[config.mk]
export PLATFORM = sky130hd
export DESIGN_NAME = statistic
export DESIGN_NICKNAME = d
export VERILOG_FILES = /design/src/rtl/statistic.sv
export SDC_FILE = /design/constraint.sdc
export NUM_CORES = 1
export LEC_CHECK = 0
export CAP_MARGIN = 40
export CORE_ASPECT_RATIO = 0.5
export CORE_UTILIZATION = 55
export CTS_BUF_LIST = sky130_fd_sc_hd__clkbuf_2 sky130_fd_sc_hd__clkbuf_4 sky130_fd_sc_hd__clkbuf_8
export CTS_CLUSTER_DIAMETER = 40
export CTS_CLUSTER_SIZE = 25
export DETAILED_ROUTE_END_ITERATION = 6
export DONT_BUFFER_PORTS = 1
export PLACE_DENSITY = 0.76
export SYNTH_ARGS = -nofsm -noshare
export SYNTH_HDL_FRONTEND = slang
export SYNTH_SLANG_ARGS = --single-unit
[constraint.sdc]
create_clock -name clk -period 6.4 [get_ports clk]
set_clock_uncertainty 0.15 [all_clocks]
set_input_delay 1.28 -clock clk [delete_from_list [all_inputs] [get_ports clk]]
set_output_delay 1.28 -clock clk [all_outputs]
set_load 0.1 [all_outputs]
[src/rtl/statistic.sv]
// Cycle/branch statistics and syscall service for the 5-stage MIPS core.
// Optional build macro STAT_SAT_EN makes every counter saturate instead of wrapping.
module statistic #(
  parameter int unsigned CNT_W     = 32,
  parameter int unsigned HALT_CODE = 10
) (
  input  logic             clk,
  input  logic             rst,
  input  logic [CNT_W-1:0] A,
  input  logic [CNT_W-1:0] B,
  input  logic             syscall_t,
  input  logic             condi_suc,
  input  logic             un_branch_t,
  input  logic             branch_t,
  input  logic             strong_halt,
  output logic [CNT_W-1:0] total_cycles,
  output logic [CNT_W-1:0] uncondi_num,
  output logic [CNT_W-1:0] condi_num,
  output logic [CNT_W-1:0] condi_suc_num,
  output logic [CNT_W-1:0] SyscallOut,
  output logic             halt
);

  logic [CNT_W-1:0] total_q, total_d;
  logic [CNT_W-1:0] uncondi_q, uncondi_d;
  logic [CNT_W-1:0] condi_q, condi_d;
  logic [CNT_W-1:0] condi_suc_q, condi_suc_d;
  logic [CNT_W-1:0] sys_out_q, sys_out_d;
  logic             halt_q, halt_d;
  logic             exit_call;

  function automatic logic [CNT_W-1:0] bump(input logic [CNT_W-1:0] v, input logic en);
`ifdef STAT_SAT_EN
    if (en && (v != {CNT_W{1'b1}})) return v + 1'b1;
    return v;
`else
    if (en) return v + 1'b1;
    return v;
`endif
  endfunction

  assign exit_call = syscall_t && (A == CNT_W'(HALT_CODE));

  always_comb begin
    total_d     = total_q;
    uncondi_d   = uncondi_q;
    condi_d     = condi_q;
    condi_suc_d = condi_suc_q;
    sys_out_d   = sys_out_q;
    halt_d      = halt_q;
    // Once halted everything freezes until reset.
    if (!halt_q) begin
      total_d     = bump(total_q, 1'b1);
      uncondi_d   = bump(uncondi_q, un_branch_t);
      condi_d     = bump(condi_q, branch_t);
      condi_suc_d = bump(condi_suc_q, branch_t && condi_suc);
      if (syscall_t && !exit_call) sys_out_d = B;
      if (exit_call || strong_halt) halt_d = 1'b1;
    end
  end

  always_ff @(posedge clk) begin
    if (rst) begin
      total_q     <= '0;
      uncondi_q   <= '0;
      condi_q     <= '0;
      condi_suc_q <= '0;
      sys_out_q   <= '0;
      halt_q      <= 1'b0;
    end else begin
      total_q     <= total_d;
      uncondi_q   <= uncondi_d;
      condi_q     <= condi_d;
      condi_suc_q <= condi_suc_d;
      sys_out_q   <= sys_out_d;
      halt_q      <= halt_d;
    end
  end

  assign total_cycles  = total_q;
  assign uncondi_num   = uncondi_q;
  assign condi_num     = condi_q;
  assign condi_suc_num = condi_suc_q;
  assign SyscallOut    = sys_out_q;
  assign halt          = halt_q;

endmodule

Word level (Yosys, flattened, before mapping)
Index checks and enable logic that the tools add are counted.

word-level totals
  bits in registers = 161
  input port bits = 71

cells by class
  add/sub/neg operators = 4
  equal/unequal tests = 1
  mux-type cells = 12
  bitwise logic cells = 1
  reductions and logical operators = 10

operators by type and width
  operator                                                           number
  32-bit by 1-bit adder with 32-bit output (second input constant)   4
  32-bit 2-to-1 mux                                                  3
  32-bit by 4-bit == test with 1-bit output (second input constant)  1
  2-bit AND reduction                                                5
  1-bit 2-to-1 mux                                                   9
  1-bit logical AND                                                  3
  1-bit zero test                                                    1
  1-bit logical OR                                                   1
  1-bit NOT                                                          1

Logic depth before layout (Yosys ltp)
Gate-level depths: netlist of the first run.

  depth in word-level cells = 5
  mapped depth = 7
  mapped depth without buffers = 5

Least setup slack after synthesis of the first run
No wires, ideal clock.

  kind = reg-to-reg
  start = register total_q[0] (netlist: total_cycles[0])
  end = register total_q[26] (netlist: total_cycles[26])
  library setup time = 0.121 ns
  arrival time = 2.723 ns
  data required time = 6.129 ns
  setup slack = 3.407 ns
  cell stages (with the launch flop) = 8
  cell sequence = dfxtp_1 ha_1 nand4b_1 or2_2 clkbuf_1 clkbuf_1 nor4_1 mux2_2

on the way
  longest elaborated chain between the ends = 1

RTL lines
  what                                      RTL line  text
  start, declared                           24        logic [CNT_W-1:0] total_q, total_d;
  start signal, assigned                    71        total_q <= total_d;
  32-bit by 1-bit adder with 32-bit output  37        if (en) return v + 1'b1;

No other way between the ends.
A chain may end at the register's enable or synchronous reset.

Worst setup path after layout of the first run
  start = input branch_t
  end = register condi_q[31] (netlist: condi_num[31])

on the way
  longest elaborated chain between the ends = 3

RTL lines
  what                                  RTL line  text
  start, declared                       14        input logic branch_t,
  1-bit 2-to-1 mux                      37
  1-bit 2-to-1 mux                      52        if (!halt_q) begin
  2-bit AND reduction (no source line)  n/a
  end signal, assigned                  73        condi_q <= condi_d;
  end, declared                         26        logic [CNT_W-1:0] condi_q, condi_d;

No other way between the ends. The select of a mux whose other input is x is not followed.

==> metrics, run 1 <==
Clk pin slew, worst setup/hold paths about 80 ps; Die Height 85.8 um; Inserted Diodes 0; largest net degree at the start of global routing ~220; initial DRC count around 580; critical path arrival about 3400 ps; core box area between 10000 and 15000 um^2; Reg-to-Reg Start condi_num[2]; DP Area about 11000 um^2; die area about 15000 um^2; Pwr Density about 190 nW/um^2; CP max FO 21; crit path launch type primary input; CP delay by family, top simple AND/OR/NAND/NOR gates; FILL cells just under 800; Starting Density 0.567; Final ANT Viol Nets 0; Final Cell Area 10900 um^2; Tightest Hold Check Type reg2reg; CP endpoint kind flop; Mapped Area between 7000 and 8000 um^2; clock root buffer clkbuf_8; number of max-cap violations 0; worst-skew pair later-pin latency between 400 and 500 ps; Synth area leader dfxtp_1; EDFF count, synth 0; Distinct cells, synth 41; Routed Wire Length between 20000 and 25000 um; FF-to-FF End condi_num[31]; Yosys reg bits 161; CP required 6580 ps; Non-Filler Instances roughly 1200; CTS tree yes; post-DR wirelength/cell 17.1 um; synthesized area per cell between 8 and 9 um^2; Primary FF master, synth dfxtp_1; CP max stage cell or4b_2; Synth top area share 0.417; sequential element share of the synthesized area 0.417; DR vias/cell between 5 and 6; ys async rst share 0; die width 170 um; Residual DRC 1; unrepaired setup endpoints after global routing no; final hold viol count 0; GPL Wtd Cong approximately 0.8; reg2reg setup slack 3510 ps; Leak Pwr a little under 4 nW; Resize count post-CTS 0; Nets about 1100; Hold-fix buffers, CTS 0; Num CTS Buffers 17; top-count cell post-synth dfxtp_1; Post-Syn Nets 961; crit-path max cell delay about 860 ps; synth warn 0; max frequency between 0.3 and 0.4 GHz; Post-CTS Setup Inserts 0; H-tree depth 4; Worst Hold Path Cells 2; critical path cell sequence and4b_1 > nand4_1 > or4b_2 > mux2_2; total chip power 2.09 mW; TNS Setup 0 ps; I/O pin total around 230; Worst Path Buf+Inv 0; Hold Path Sink SyscallOut[24]; Max clock buf depth 2; DP HPWL roughly 15000 um; vias in the first global route just under 7000; Setup Viol. Count Final 0; Tmin final about 3200 ps; failing checks design-rule violations; clk sinks roughly 160; first-pass detailed-route iteration total 7; cell count after synthesis 886; worst r2r path cells 4; Layout Utilization 0.804; Post-synth top cells 161 x dfxtp_1, 77 x nor2_1, 65 x nand2b_1, 56 x a21oi_1, 48 x clkbuf_1; total global routing track utilization 0.286; outcome finished with violations; hold_sp SyscallOut[24]; antenna violations before repair 0; via count a little over 7000; Final period util 0.508; Max-Slew Margin vs Limit 0.473; worst ir drop on vdd ~0.12 mV; worst-margin pin slew 788 ps; GRT overflow 0; Setup CP Type in2reg; fin. max-slew vios 0; Placed Instances ~1200; synth top area cells dfxtp_1 42%, nand2b_1 5.3%, mux2i_1 4.7%, mux2_2 3.9%, nor2_1 3.7%; first-pass GRT wire length about 33000 um; # rows 30; port bufs 0; layout cell share with drive strength beyond 1 0.228; area grow syn2layout 41.7%
## worst register-to-register path: stages (launching register included)
cell     delay (ps)
dfxtp_1         440
and4b_1         400
nand4_1         650
or4b_2          860
mux2_2          280
## kinds of logic after synthesis
logic type	Yosys count	share of synthesized area
AO/OA/AOI/OAI	114	0.0874
XOR/XNOR	41	0.0465
adder cells (fa/ha/maj)	4	0.00648
multiplexers	63	0.0860
buffers and inverters	78	0.0403
AND/OR/NAND/NOR	425	0.316
flip-flops	161	0.417
## state kept, by name, indices dropped and copies added, names as in the netlist
signal         cells
uncondi_num       32
SyscallOut        32
condi_num         32
total_cycles      32
halt               1
condi_suc_num     32
## worst max path at each step
stage | depth (start not counted) | slack, ps | end | from
2_1_floorplan | 7 | 3410 | total_cycles[26] | total_cycles[0]
3_3_place_gp | 4 | 2840 | condi_num[31] | branch_t
3_5_place_dp | 4 | 2730 | condi_num[31] | branch_t
4_1_cts | 4 | 3210 | condi_num[31] | branch_t
5_1_grt | 4 | 3040 | condi_num[31] | branch_t
6_report | 4 | 3150 | condi_num[31] | branch_t
## cell type report
| type | instances | area (um^2) | share of cell area |
|---|---|---|---|
| repair buffers | 162 | 2770 | 0.253 |
| clock inverters | 12 | 158 | 0.0144 |
| inverters | 22 | 82.6 | 0.00754 |
| flip-flops and latches | 161 | 3220 | 0.294 |
| multi-input cells | 647 | 4200 | 0.384 |
| clock buffers | 20 | 269 | 0.0246 |
| well taps | 192 | 240 | 0.0219 |
## per-stage QoR
| step | hold WS (ps) | setup slack (ps) |
|---|---|---|
| 3_3_place_gp | 575 | 2840 |
| 4_1_cts | 357 | 3210 |
| 6_report | 354 | 3150 |
| 2_1_floorplan | 766 | 3410 |
| 3_5_place_dp | 342 | 2730 |
| 5_1_grt | 372 | 3040 |
## where the power goes
| group | internal, mW | total (mW) | leakage (nW) | switching, mW |
|---|---|---|---|---|
| registers | 1.02 | 1.04 | 1.30 | 0.0233 |
| logic | 0.0804 | 0.248 | 2.42 | 0.168 |
| clock network | 0.414 | 0.802 | 0.220 | 0.388 |
| total | 1.51 | 2.09 | 3.95 | 0.579 |
## cell usage in the layout, fill, tap and decap left out, drive strengths merged, types with 3 or more instances in the layout
cell type  synthesis  layout
bufinv             0       3
nor3              22      22
nand4             37      37
and4b              3       3
and4              17      17
nand2             38      38
and2               6       6
nor2b             26      26
mux2i             36      36
a21oi             56      56
buf                8     162
or4b               4       4
clkinv             0       8
xnor2             15      15
nand3b             3       3
or4               36      36
inv               22      23
o21ai             19      19
and3              10      10
clkbuf            48      20
nor2              77      77
dfxtp            161     161
or2                5       5
o31ai             34      34
xor2              26      26
ha                 4       4
nand2b            65      65
mux2              27      27
nand3             32      32
nor4              20      20
or3               19      19
## metal layers
| layer | track usage | share of wire | vias up |
|---|---|---|---|
| met5 | 0 | 0 | - |
| met4 | 0.106 | 0.025 | 0 |
| met1 | 0.344 | 0.41 | 3435 |
| met3 | 0.0789 | 0.061 | 49 |
| li1 | - | - | 3431 |
| met2 | 0.494 | 0.50 | 284 |
(Power assumes the default switching activity.)
==> run 2: changes to the inputs <==
Settings changed: PLACE_DENSITY 0.76 to 0.79.
Clock period 6.4 ns to 2.7 ns, I/O delays scaled along.
==> run 2 against run 1 <==
The flow now finishes without violations. Flip-flop and latch count is the same. Highest routed layer unchanged. Largest power group unchanged. First-iteration DRC count fell by 12%. Combinational power increased by 120%. Critical endpoint is now condi_num[29]. Cell area is 14% lower. Core utilization is 11 points lower.
==> metrics, run 2 (synthesis results as in run 1) <==
crit path launch type flop; die area 14600 um^2; initial DRC count around 500; Clk pin slew, worst setup/hold paths approximately 90 ps; layout cell share with drive strength beyond 1 0.263; antenna violations before repair 0; final hold viol count 0; Num CTS Buffers 17; H-tree depth 4; DR vias/cell 5.76; GPL Wtd Cong about 0.83; CP required about 2900 ps; Comb pwr share 0.115; total global routing track utilization 0.261; outcome finished, final reports clean; Tmin final between 2000 and 2500 ps; Post-CTS Setup Inserts 0; DP HPWL 13700 um; Setup CP Type reg2reg; worst ir drop on vdd between 0.3 and 0.4 mV; Die Height roughly 86 um; CTS tree yes; critical path arrival ~2500 ps; Routed Wire Length ~20000 um; Pwr Density around 500 nW/um^2; CP endpoint kind flop; first-pass detailed-route iteration total 5; Nets 1096; Setup Viol. Count Final 0; unrepaired setup endpoints after global routing no; clock root buffer clkbuf_8; CP max FO 20; Residual DRC 0; Max clock buf depth 2; worst-margin pin slew 544 ps; Tightest Hold Check Type in2reg; Pint 3.32 mW; vias in the first global route between 6000 and 7000; fin. max-slew vios 0; Starting Density 0.567; Worst setup endpoint condi_num[29]; port bufs 0; crit path from halt; number of max-cap violations 0; most common cell after layout, fill and taps aside buf_4; worst r2r path cells 6; Psw around 1.4 mW; hold_sp rst; via count 7067; Inserted Diodes 0; Layout Utilization 0.695; die width approximately 170 um; TNS Setup 0 ps; clk sinks 161; Reg-to-Reg Start halt; GRT overflow 0; commonest cells after routing, fill and taps aside 168 x buf_4, 128 x dfxtp_1, 77 x nor2_1; # rows 30; Max-Slew Margin vs Limit 0.637; Seq pwr share 0.519; first-pass GRT wire length 30900 um; Final period util 0.862; area grow syn2layout 22.5%; I/O pin total roughly 230; reg2reg setup slack between 300 and 400 ps; worst-skew pair later-pin latency around 430 ps; Leak Pwr about 3.6 nW; FF-to-FF End condi_num[29]; largest net degree at the start of global routing 218; post-DR wirelength/cell about 16 um; Sw Share 0.294; Final ANT Viol Nets 0; clock power share 0.366; max frequency between 0.4 and 0.5 GHz; core box area about 14000 um^2
[run 2: cell count changes in the layout (fill, tap and decap cells not counted), sizes merged]
cell         change
dlygate4sd3      +4
buf              +6
clkinvlp         +4
clkbuf           -1
clkinv           -5
bufinv           -2
inv              +4
[run 2: power groups by stage]
stage               combinational [mW]  clock [mW]  sequential (mW)
finish                           0.542        1.72             2.44
global route                     0.562        1.85             2.44
CTS                              0.540        1.75             2.44
detailed placement               0.536           0             2.49
global placement                 0.528           0             2.49
floorplan                        0.155           0             2.81
[run 2: worst min-delay path by stage]
stage / endpoint / slack [ps] / cells past startpoint
final: total_cycles[7] / 50 / 1
after floorplan: halt / 520 / 2
after detailed placement: uncondi_num[16] / 340 / 2
after global placement: uncondi_num[16] / 330 / 2
after CTS: total_cycles[8] / 1 / 1
after global routing: uncondi_num[24] / 10 / 1
[run 2: worst max-delay path: stages (launching register included)]
cell and delay, ps:
dfxtp_1 360, buf_4 170, and4b_1 410, nand4_1 180
buf_4 240, or4b_2 610, a21oi_1 150
[run 2: metrics by stage]
| stage | total power [mW] | instances | hold WS (ps) | setup WS (ps) | instance area (um^2) |
|---|---|---|---|---|---|
| after floorplan | 2.97 | 886 | 516 | -124 | 7770 |
| after global placement | 3.02 | 1190 | 331 | 445 | 9050 |
| after detailed placement | 3.03 | 1190 | 342 | 389 | 9050 |
| after CTS | 4.73 | 1224 | 1.05 | 367 | 9450 |
| after global routing | 4.86 | 1226 | 10.3 | 275 | 9470 |
| final | 4.70 | 1226 | 53.4 | 372 | 9470 |
[run 2: layout make-up]
| class | count | area, um^2 |
|---|---|---|
| multi-input cells | 647 | 4200 |
| well taps | 192 | 240 |
| repair buffers | 172 | 1300 |
| clock inverters | 13 | 126 |
| fillers | 1087 | 4160 |
| flip-flops and latches | 161 | 3260 |
| clock buffers | 19 | 249 |
| inverters | 22 | 82.6 |
[run 2: metal layers]
metal  vias to the layer above  track usage  wire length, um
met3                        28       0.0808             1410
met2                       205        0.456             9620
met5                         -            0                0
met4                         0       0.0827              253
li1                       3464            -                -
met1                      3370        0.307             8160
[run 2: timing repair]
action / 4_1_cts / 5_1_grt
resized for setup: 0 / 0
hold buffers: 2 / 2
endpoints found under the hold margin: 3 / 4
